**src/rtl/clken_mux_n.sv**
```systemverilog
// clken_mux_n: N-way glitch-free clock-enable selector for one clock domain.
// Chooses one of N enable streams derived from clk and forwards it to
// downstream clock gates. Switching is break-before-make: the old pulse is
// allowed to finish, a programmable gap of forced-low cycles follows, and the
// new source is only connected once it is low, so its first visible pulse is
// complete. A one-cycle request/acknowledge handshake reports completion, and
// test_mode forces the enable high without disturbing the switch sequence.

module clken_mux_n #(
  parameter int N         = 4,
  parameter int RESET_SEL = 0,
  parameter int GAP_CYC   = 2,
  parameter int WAIT_MAX  = 64,
  parameter int SELW      = (N > 2) ? $clog2(N) : 1
) (
  input  logic            clk,
  input  logic            reset,
  input  logic [N-1:0]    clk_en_in,
  input  logic [SELW-1:0] sel,
  input  logic            sel_req,
  input  logic            test_mode,
  output logic            clk_en_out,
  output logic            sel_ack,
  output logic            sel_err,
  output logic            busy,
  output logic [SELW-1:0] cur_sel
);

  // The counter is shared by the gap timer and the drain/arm timeout, so it
  // must hold the larger of the two limits.
  localparam int CNT_MAX = (GAP_CYC > WAIT_MAX) ? GAP_CYC : WAIT_MAX;
  localparam int CNTW    = $clog2(CNT_MAX + 1);

  // The enable vector is padded to a power of two so that any SELW-bit index
  // lands on a defined bit, even when N is not a power of two.
  localparam int EXTW = 2 ** SELW;

  localparam logic [CNTW-1:0] WAIT_LAST   = CNTW'(WAIT_MAX - 1);
  localparam logic [CNTW-1:0] GAP_LAST    = CNTW'((GAP_CYC > 0) ? (GAP_CYC - 1) : 0);
  localparam logic [SELW-1:0] RESET_SEL_V = SELW'(RESET_SEL);
  localparam logic [SELW:0]   N_V         = (SELW + 1)'(N);

  typedef enum logic [1:0] {
    ST_RUN   = 2'd0,
    ST_DRAIN = 2'd1,
    ST_GAP   = 2'd2,
    ST_ARM   = 2'd3
  } state_t;

  state_t          state_q, state_d;
  logic [CNTW-1:0] cnt_q, cnt_d;
  logic [SELW-1:0] cur_q, cur_d;
  logic [SELW-1:0] nxt_q, nxt_d;
  logic            busy_q, busy_d;
  logic            ack_q, ack_d;
  logic            err_q, err_d;

  logic [EXTW-1:0] en_ext;
  logic            cur_en;
  logic            nxt_en;
  logic            sel_in_range;
  logic            wait_expired;
  logic            gap_done;

  // Zero-extend the source vector and pick out the current and pending sources.
  always_comb begin
    en_ext       = EXTW'(clk_en_in);
    cur_en       = en_ext[cur_q];
    nxt_en       = en_ext[nxt_q];
    sel_in_range = ({1'b0, sel} < N_V);
    wait_expired = (cnt_q == WAIT_LAST);
    gap_done     = (cnt_q == GAP_LAST);
  end

  // Next-state logic: request decode in RUN, then drain, gap and arm phases.
  always_comb begin
    state_d = state_q;
    cnt_d   = cnt_q;
    cur_d   = cur_q;
    nxt_d   = nxt_q;
    busy_d  = busy_q;
    ack_d   = 1'b0;
    err_d   = 1'b0;

    case (state_q)
      ST_RUN: begin
        if (sel_req) begin
          if (!sel_in_range) begin
            ack_d = 1'b1;
            err_d = 1'b1;
          end else if (sel == cur_q) begin
            ack_d = 1'b1;
          end else begin
            nxt_d   = sel;
            cnt_d   = '0;
            busy_d  = 1'b1;
            state_d = ST_DRAIN;
          end
        end
      end

      ST_DRAIN: begin
        if (!cur_en || wait_expired) begin
          cnt_d   = '0;
          state_d = (GAP_CYC > 0) ? ST_GAP : ST_ARM;
        end else begin
          cnt_d = cnt_q + 1'b1;
        end
      end

      ST_GAP: begin
        if (gap_done) begin
          cnt_d   = '0;
          state_d = ST_ARM;
        end else begin
          cnt_d = cnt_q + 1'b1;
        end
      end

      ST_ARM: begin
        if (!nxt_en || wait_expired) begin
          cnt_d   = '0;
          cur_d   = nxt_q;
          busy_d  = 1'b0;
          ack_d   = 1'b1;
          state_d = ST_RUN;
        end else begin
          cnt_d = cnt_q + 1'b1;
        end
      end

      default: begin
        cnt_d   = '0;
        busy_d  = 1'b0;
        state_d = ST_RUN;
      end
    endcase
  end

  // State and handshake registers; reset abandons any switch in flight.
  always_ff @(posedge clk) begin
    if (reset) begin
      state_q <= ST_RUN;
      cnt_q   <= '0;
      cur_q   <= RESET_SEL_V;
      nxt_q   <= RESET_SEL_V;
      busy_q  <= 1'b0;
      ack_q   <= 1'b0;
      err_q   <= 1'b0;
    end else begin
      state_q <= state_d;
      cnt_q   <= cnt_d;
      cur_q   <= cur_d;
      nxt_q   <= nxt_d;
      busy_q  <= busy_d;
      ack_q   <= ack_d;
      err_q   <= err_d;
    end
  end

  // Only RUN and DRAIN pass the selected source through; test_mode overrides.
  always_comb begin
    clk_en_out = test_mode | (((state_q == ST_RUN) || (state_q == ST_DRAIN)) & cur_en);
  end

  assign sel_ack = ack_q;
  assign sel_err = err_q;
  assign busy    = busy_q;
  assign cur_sel = cur_q;

endmodule

```
**config.mk**
```make
export PLATFORM = sky130hd
export DESIGN_NAME = clken_mux_n
export DESIGN_NICKNAME = d
export VERILOG_FILES = /design/src/rtl/clken_mux_n.sv
export SDC_FILE = /design/constraint.sdc
export NUM_CORES = 1
export LEC_CHECK = 0
export ABC_CLOCK_PERIOD_IN_PS = 3300
export CAP_MARGIN = 20
export CORE_MARGIN = 2
export CORE_UTILIZATION = 28
export CTS_BUF_LIST = sky130_fd_sc_hd__clkbuf_8
export CTS_CLUSTER_SIZE = 25
export DETAILED_ROUTE_END_ITERATION = 16
export MAX_ROUTING_LAYER = met4
export PLACE_DENSITY = 0.59
export SLEW_MARGIN = 20
export SYNTH_ARGS = -nofsm -noshare
export SYNTH_HDL_FRONTEND = slang
export SYNTH_SLANG_ARGS = --single-unit
```
**constraint.sdc**
```tcl
create_clock -name clk -period 3.3 [get_ports clk]
set_input_delay 0.66 -clock clk [delete_from_list [all_inputs] [get_ports clk]]
set_output_delay 0.66 -clock clk [all_outputs]
set_load 0.02 [all_outputs]
```
==> results, run 1 <==
- The clock passes through at most 2 buffers.
- The count of distinct cell types in the synthesized netlist is 33.
- The number of global-route vias before repair is 667.
- The die covers 3550 um2.
- The slew at the pin with the worst max-slew slack is 0.658 ns.
- The finished layout holds 146 standard cells, fillers aside.
- The first global-routing pass estimated 2900 um of wire.
- The kind of path behind the tightest hold check is reg -> reg.
- The I/O pin count is 16.
- Along the worst path, the maximum fanout reaches 2.
- The flow ran to the end, and the final reports show no timing, DRC or antenna violations.
- The buffering stage count on the worst path with inverters included is 2.
- Max-cap violations in this run came to 0.
- Counting flops with a built-in enable in the synthesized netlist gives 0.
- The clock skew after layout is 0.00205 ns.
- The post-synthesis average cell area is 8.84 um2.
- Counting flops and latches in the post-synthesis netlist gives 15.
- The global-route total usage across every layer is 0.113.
- The HPWL after detailed placement is 1340 um.
- The number of antenna diodes in the final layout is 0.
- The critical path goes through clkdlybuf4s50_1, mux4_2, o21ai_0, nand2b_1, clkdlybuf4s50_1.
- Counting the buffers created by CTS gives 3.
- The later pin in the worst-skew pair is clocked with a latency of 0.25 ns.
- The commonest register cell after synthesis is dfxtp_1.
- The cell at the slowest stage of the critical path is clkdlybuf4s50_1.
- The cell type contributing the most total cell area after synthesis is dfxtp_1.
- The number of instances in the synthesized netlist is 98.
- The initial DRC count is 29.
- Subtracting the final worst setup slack from the clock period gives 2.94 ns.
- Setup repair after global routing left no endpoint under its margin.
- For this design the static power due to leakage is 0.397 nW.
- The net count reported at finish is 131.
- The total chip power is 0.652 mW.
- For this run, the number of Yosys warnings is 0.
- The floorplan has 20 rows.
- At the end of routability-driven placement, the weighted congestion stood at 0.774.
- The first detailed-routing pass ran for 4 iterations.
- The worst vdd rail ir drop is 0.417 mV.
- The final routed wirelength across all metal layers is 1740 um.
- Compared with the post-synthesis result, the final layout area differs by 24.4%.
- The core region area is 3000 um2.
- The initial antenna violation count came to 0.
- Dividing the final minimum period by the clock period gives 0.891.
- The global-route congestion overflow total is 0.
- The hold violation total from the final report is 0.
- The critical path's largest stage delay is 0.53 ns.
- In this run the clock root is driven by a clkbuf_8.
- In the post-route analysis, the smallest setup slack over all paths is 0.360 ns.
- The type of the setup path with the least slack is in -> out.
- The placed instances occupy a cell area of 1030 um2.
- The post-CTS repair timing setup buffer count is 0.
- Port buffering added 14 buffers.
- After clock tree synthesis, the repair step resized 0 gates.
- The sequential area share after synthesis is 0.347.
- With fillers left out, the area of the finished cells amounts to 1080 um2.
- The kind of launch point of the worst setup path is an input port.
- The initial standard-cell utilization of the core is 0.288.
- The achievable clock frequency is 0.340 GHz.
- Counting tap cells, the placed design contains a total of 142 instances.
- The relative slew slack is 0.561.
- The maximum number of pins on one net before global-route repair is 11.
- For the worst setup path, the data arrival time is 2.28 ns.
- In the final routed layout, each cell accounts on average for 11.9 um.
- Measured along the x axis, the die boundary spans 59.6 um.
- The via count of the routed design is 752.
- After detailed routing, the number of remaining DRC violations is 0.
- In this run the vertical extent of the chip is 59.6 um.
- The cell area after technology mapping is 866 um2.
- The proportion of netlist area held by the largest area contributor is 0.347.
- In this run the remaining antenna-violating nets after routing total 0.
- The kind of end point of the critical path is an output pin.
- The detail-routed via count per cell is 5.15.
- The number of filler instances in the final layout is 325.
- In the post-synthesis netlist, the biggest area contributors are dfxtp_1 (35%), ha_1 (10%), mux4_2 (5.2%).
- The hold buffer count at cts is 0.
- At the worst endpoint, the required time is 2.64 ns.
- The ratio of cells with drive above 1 in the final layout is 0.0708.
- The areal power density over the cells is 606 nW/um2.
- Clock-pin slew was measured on the worst setup and hold paths at 0.06 ns.
- TritonCTS built the clock tree.
- The number of sinks on the clock net is 15.
- Grouping stages by cell kind, the critical path spends the most delay in buffers and inverters.
- Synthesis produced a netlist with a net count of 115.
- The number of pins exceeding their max-slew limit in the final report is 0.
- Setup total negative slack on the finished layout was measured at 0 ns.
- The count of endpoints failing setup in the final report is 0.
- Counting stages on the worst path, the most repeated cell is clkdlybuf4s50_1.
- The number of H-tree levels is 1.
- The async set or reset register ratio after synthesis is 0.
- The minimum setup slack after placement is 0.345 ns.
## cell usage after synthesis, drive strengths merged, types with 4 or more instances
| library cell | number |
|---|---|
| nand2 | 8 |
| nor2 | 10 |
| a211oi | 4 |
| inv | 8 |
| o21ai | 4 |
| nand3 | 5 |
| ha | 7 |
| dfxtp | 15 |
| a21oi | 6 |
| xnor2 | 5 |
## layout make-up
type                       instances  area (um2)  area share
clock buffer                       3        41.3      0.0383
clock inverter                     1        3.75     0.00348
inverter                           8        30.0      0.0279
multi-input combinational         72         520       0.483
sequential                        15         300       0.279
tap                               33        41.3      0.0383
timing repair buffer              14         140       0.130
## report_power, final
group,internal [mW],switching (mW)
logic,0.114,0.153
clock network,0.0824,0.0656
registers,0.210,0.0274
## worst register-to-register path, cell delays in order (launching register included)
cell and delay [ns]:
dfxtp_1 0.41, ha_1 0.18, inv_1 0.09, or3_1 0.37, a32o_2 0.31, o221ai_1 0.53
nor2_1 0.11
## layer usage
metal	global-route usage	routed length [um]	vias up
met4	0.0317	6	0
met2	0.168	794	17
met1	0.143	852	357
met3	0.0415	88	2
li1	-	-	376
met5	-	0	-
## cells in the final DEF, fill, tap and decap left out, drive strengths merged, types with 3 or more instances in the layout
cell	synthesis	routed
clkbuf	1	3
clkdlybuf4s50	0	14
xnor2	5	5
dfxtp	15	15
a21oi	6	6
inv	8	9
nor2	10	10
o21ai	4	4
nand2	8	8
nand3	5	5
a211oi	4	4
ha	7	7
## sequential cells by signal, summed over array words and instances (netlist names)
signal,count
cnt_q,7
busy,1
state_q,2
sel_ack,1
cur_sel,2
nxt_q,2
## final timing paths
kind	start	endpoint	cells after the start	slack, ns
worst min register to register	busy$_SDFFE_PP0P_	busy$_SDFFE_PP0P_	2	0.49
worst max register to register	cnt_q[0]$_SDFFE_PP0P_	cnt_q[5]$_SDFFE_PP0P_	6	1.17
worst min-delay path	busy$_SDFFE_PP0P_	busy$_SDFFE_PP0P_	2	0.49
worst max-delay path	clk_en_in[3]	clk_en_out	5	0.36
## cell families after synthesis
group,after synthesis,synth area share
adder cells (fa/ha/maj),7,0.101
AO/OA/AOI/OAI,21,0.168
AND/OR/NAND/NOR,32,0.182
multiplexers,4,0.0751
flip-flops,15,0.347
XOR/XNOR,7,0.0708
other,1,0.00433
buffers and inverters,11,0.0520
## per-stage QoR
| stage | util | hold slack, ns |
|---|---|---|
| 2_1_floorplan | - | 0.461 |
| 3_3_place_gp | 0.344 | 0.474 |
| 3_5_place_dp | 0.344 | 0.473 |
| 4_1_cts | 0.359 | 0.493 |
| 5_1_grt | 0.359 | 0.534 |
| 6_report | 0.359 | 0.486 |
(Power assumes the default switching activity.)
==> inputs of run 2 (changes only) <==
--- a/config.mk
+++ b/config.mk
@@ -14,7 +14,6 @@
 export DETAILED_ROUTE_END_ITERATION = 16
 export MAX_ROUTING_LAYER = met4
 export PLACE_DENSITY = 0.59
-export SLEW_MARGIN = 20
 export SYNTH_ARGS = -nofsm -noshare
 export SYNTH_HDL_FRONTEND = slang
 export SYNTH_SLANG_ARGS = --single-unit
==> results of run 2 <==
The final DEF is identical to that of run 1; final timing and power are the same.
==> inputs of run 3 (changes only) <==
--- a/config.mk
+++ b/config.mk
@@ -14,6 +14,7 @@
 export DETAILED_ROUTE_END_ITERATION = 16
 export MAX_ROUTING_LAYER = met4
 export PLACE_DENSITY = 0.59
+export SLEW_MARGIN = 25
 export SYNTH_ARGS = -nofsm -noshare
 export SYNTH_HDL_FRONTEND = slang
 export SYNTH_SLANG_ARGS = --single-unit
==> results of run 3 <==
The final DEF is identical to that of run 1; final timing and power are the same.
==> edit (settings of run 2) <==
Re-encode `state_t` (4 states) as one-hot, 4 bits wide.
--- a/src/rtl/clken_mux_n.sv
+++ b/src/rtl/clken_mux_n.sv
@@ -41,9 +41,9 @@
   localparam logic [SELW:0]   N_V         = (SELW + 1)'(N);
 
-  typedef enum logic [1:0] {
-    ST_RUN   = 2'd0,
-    ST_DRAIN = 2'd1,
-    ST_GAP   = 2'd2,
-    ST_ARM   = 2'd3
+  typedef enum logic [3:0] {
+    ST_RUN   = 4'b0001,
+    ST_DRAIN = 4'b0010,
+    ST_GAP   = 4'b0100,
+    ST_ARM   = 4'b1000
   } state_t;
 
Behaviour: same outputs for any inputs over 10 cycles, from zero or initial values and one cycle with reset high; not proved beyond that.
==> edit against run 2 <==
Final area rose by 16%. Sequential cell count increased by 2. Routed wire length is 33% higher. Core utilization decreased by 1.5 points. Critical path type unchanged. Setup slack worse by 0.0031 ns. Critical endpoint unchanged. Via count increased by 24%. Highest routed layer unchanged. Synthesized area up 21%. Largest cell class unchanged.
Power is not compared: it rests on default switching activity, and its combinational part moved more than twofold at a synthesized area within 25%.
==> edit: results (changes against run 2) <==
- The sequential cell area fraction in the yosys report came to 32.61% (-2.1 points).
- The number of warnings printed during yosys synthesis is 0 (unchanged).
* Beginning of the worst hold path: nxt_q[1]
- The post-CTS repair timing setup buffer count came to 0 (unchanged).
- Counting instances in the post-synthesis netlist gives the leading cell types as sky130_fd_sc_hd__dfxtp_1 (17), sky130_fd_sc_hd__nor2_1 (15), sky130_fd_sc_hd__a21oi_1 (7).
- The net count after synthesis was 135 (+17%).
- Final Skew: 0.002254 ns (+0.0002082 ns)
- In this run the static leakage power is approximately 0.44 nW.
- Filler Cells Inserted: 389 (+20%)
* Share of the synthesized area in compound gates (AO/OA/AOI/OAI): 19.06% (+2.3 points)
* Post-cts gate resize count: 0 (unchanged)
- Fraction of synthesis flops using an asynchronous set or reset pin: 0% (unchanged)
- Worst hold stages: 2 (unchanged)
- The number of nets in the layout came to 148 (+13%).
- The unique cell type count in the Yosys netlist is 40 (+21%).
- The cell sitting at the root of the clock tree is a sky130_fd_sc_hd__clkbuf_8.
- The number of cells traversed by the worst register-to-register path is 6 (unchanged).
* Setup slack on the worst flop-to-flop path: 1.14 ns (-0.03 ns)
* Top routing layer in use: met4
- Post-synthesis mux area share: 4.317% (-3.2 points)
* Fraction of final layout cells with drive strength greater than 1: 11.11% (+4.0 points)
- Wire length on met2: 1102 um (+39%)
- Placer's final routability congestion estimate: 0.8066 (+4.2%)
- The wire length on met1 is 1106 um (+30%).
- The HPWL after detailed placement came to 1770 um (+32%).
* Critical-path maximum fanout: 2 (unchanged)
* Wire length after detailed routing: 2309 um (+33%)
- The initial antenna violation count is 0 (unchanged).
- Ant. Diodes: 0 (unchanged)
- The adder-cell share of the synthesized area is 2.398% (-7.7 points).
* Capture point of the worst reg-to-reg path: cnt_q[4]
- The count of H-tree levels built during CTS came to 1 (unchanged).
* Reg-to-reg startpoint: cnt_q[0]
- The worst hold path terminates at nxt_q[1].
- The area share of xor/xnor cells in the synthesized design was 3.357% (-3.7 points).
- Global-route wire length before repair: 4008 um (+38%)
- The length of routed met3 wiring was 87 um (-1.1%).
- Crit path arrival time: 2.28 ns (about the same)
* Slew at the pin closest to its max-slew limit: 0.6934 ns (+0.03555 ns)
- Number of buffers on the longest clock path: 2 (unchanged)
* Largest net degree at the start of global routing: 14 (+3)
- The DRC marker count from the first detailed-route iteration is 43 (+48%).
- Register clock-pin slew on the reported worst setup and hold paths: roughly 0.070 ns
- The clock latency of the later-clocked register in the worst-skew pair was 0.25 ns (about the same).
* Global routing usage summed across all routing layers: 12.36% (+1.1 points)
* Peak supply drop: 168.8 uV
* Via density: 5.098 (-1.0%)
* Top Registers: cnt_q: 7 flops, state_q: 4 flops
- The via count of the first global-routing pass was 909 (+36%).
- Sorting the synthesized cells by area gives the leading types as sky130_fd_sc_hd__dfxtp_1 (33%), sky130_fd_sc_hd__nor2_1 (5.4%), sky130_fd_sc_hd__mux4_2 (4.3%).
- The run finished with clean final reports.
* Worst Hold Class: reg -> reg
==> edit: changes by cell type in the layout (fill, tap and decap cells not counted), sizes merged, moves of 3 or more <==
cell | before | now
nor2 | 10 | 16
inv | 9 | 4
xnor2 | 5 | 0
nor4 | 1 | 6
a211oi | 4 | 1
nor3 | 0 | 5
o211ai | 1 | 4
and3 | 1 | 5
ha | 7 | 2
==> edit: per-stage QoR <==
stage	util, %	worst slack, ns	hold WS (ns)	area [um^2]	instances
2_1_floorplan	-	1.269	0.4546	1044	123
3_3_place_gp	33.13	0.3716	0.4786	1204	179
3_5_place_dp	33.13	0.3478	0.4824	1204	179
4_1_cts	34.37	0.3452	0.4929	1249	183
5_1_grt	34.37	0.2637	0.5193	1249	183
6_report	34.37	0.3573	0.4908	1249	183
==> edit: power breakdown <==
group | switching [mW] | total, mW | internal [mW]
registers | 0.0106 | 0.223 | 0.212
logic | 0.0472 | 0.0876 | 0.0404
clock network | 0.0714 | 0.154 | 0.0825
total | 0.129 | 0.464 | 0.335
==> edit: area by class of cell <==
type	count	area, um^2	share of cell area [%]
clock buffers	3	41.29	3.307
clock inverters	1	3.754	0.3006
inverters	3	11.26	0.9018
multi-input cells	96	644.4	51.60
flip-flops and latches	17	340.3	27.25
well taps	48	60.06	4.810
repair buffers	15	147.6	11.82
==> edit: logic make-up (layout without fill, tap and decap cells) <==
| family | after synthesis | in the layout |
|---|---|---|
| buf+inv | 10 | 22 |
| xor+xnor | 4 | 4 |
| other cells | 1 | 1 |
| fa+ha+maj | 2 | 2 |
| simple gates | 60 | 60 |
| mux | 2 | 2 |
| flops | 17 | 17 |
| compound gates | 27 | 27 |
==> edit: worst max path at each step <==
| stage | startpoint | endpoint |
|---|---|---|
| final | clk_en_in[0] | clk_en_out |
| after global routing | clk_en_in[0] | clk_en_out |
| after CTS | clk_en_in[0] | clk_en_out |
| after detailed placement | clk_en_in[3] | clk_en_out |
| after global placement | clk_en_in[0] | clk_en_out |
| after floorplan | clk_en_in[3] | clk_en_out |
==> edit: layer usage <==
layer  GRT usage [%]  vias to the layer above
li1                -                      480
met1           15.74                      437
met2           19.33                       14
met3           3.299                        2
met4           3.646                        0
met5               -                        -
==> edit: critical path, cell delays in order <==
cell and delay, ns:
sky130_fd_sc_hd__clkdlybuf4s50_1 0.42, sky130_fd_sc_hd__mux4_2 0.49, sky130_fd_sc_hd__o21ai_0 0.10, sky130_fd_sc_hd__nand2b_1 0.07, sky130_fd_sc_hd__clkdlybuf4s50_1 0.53
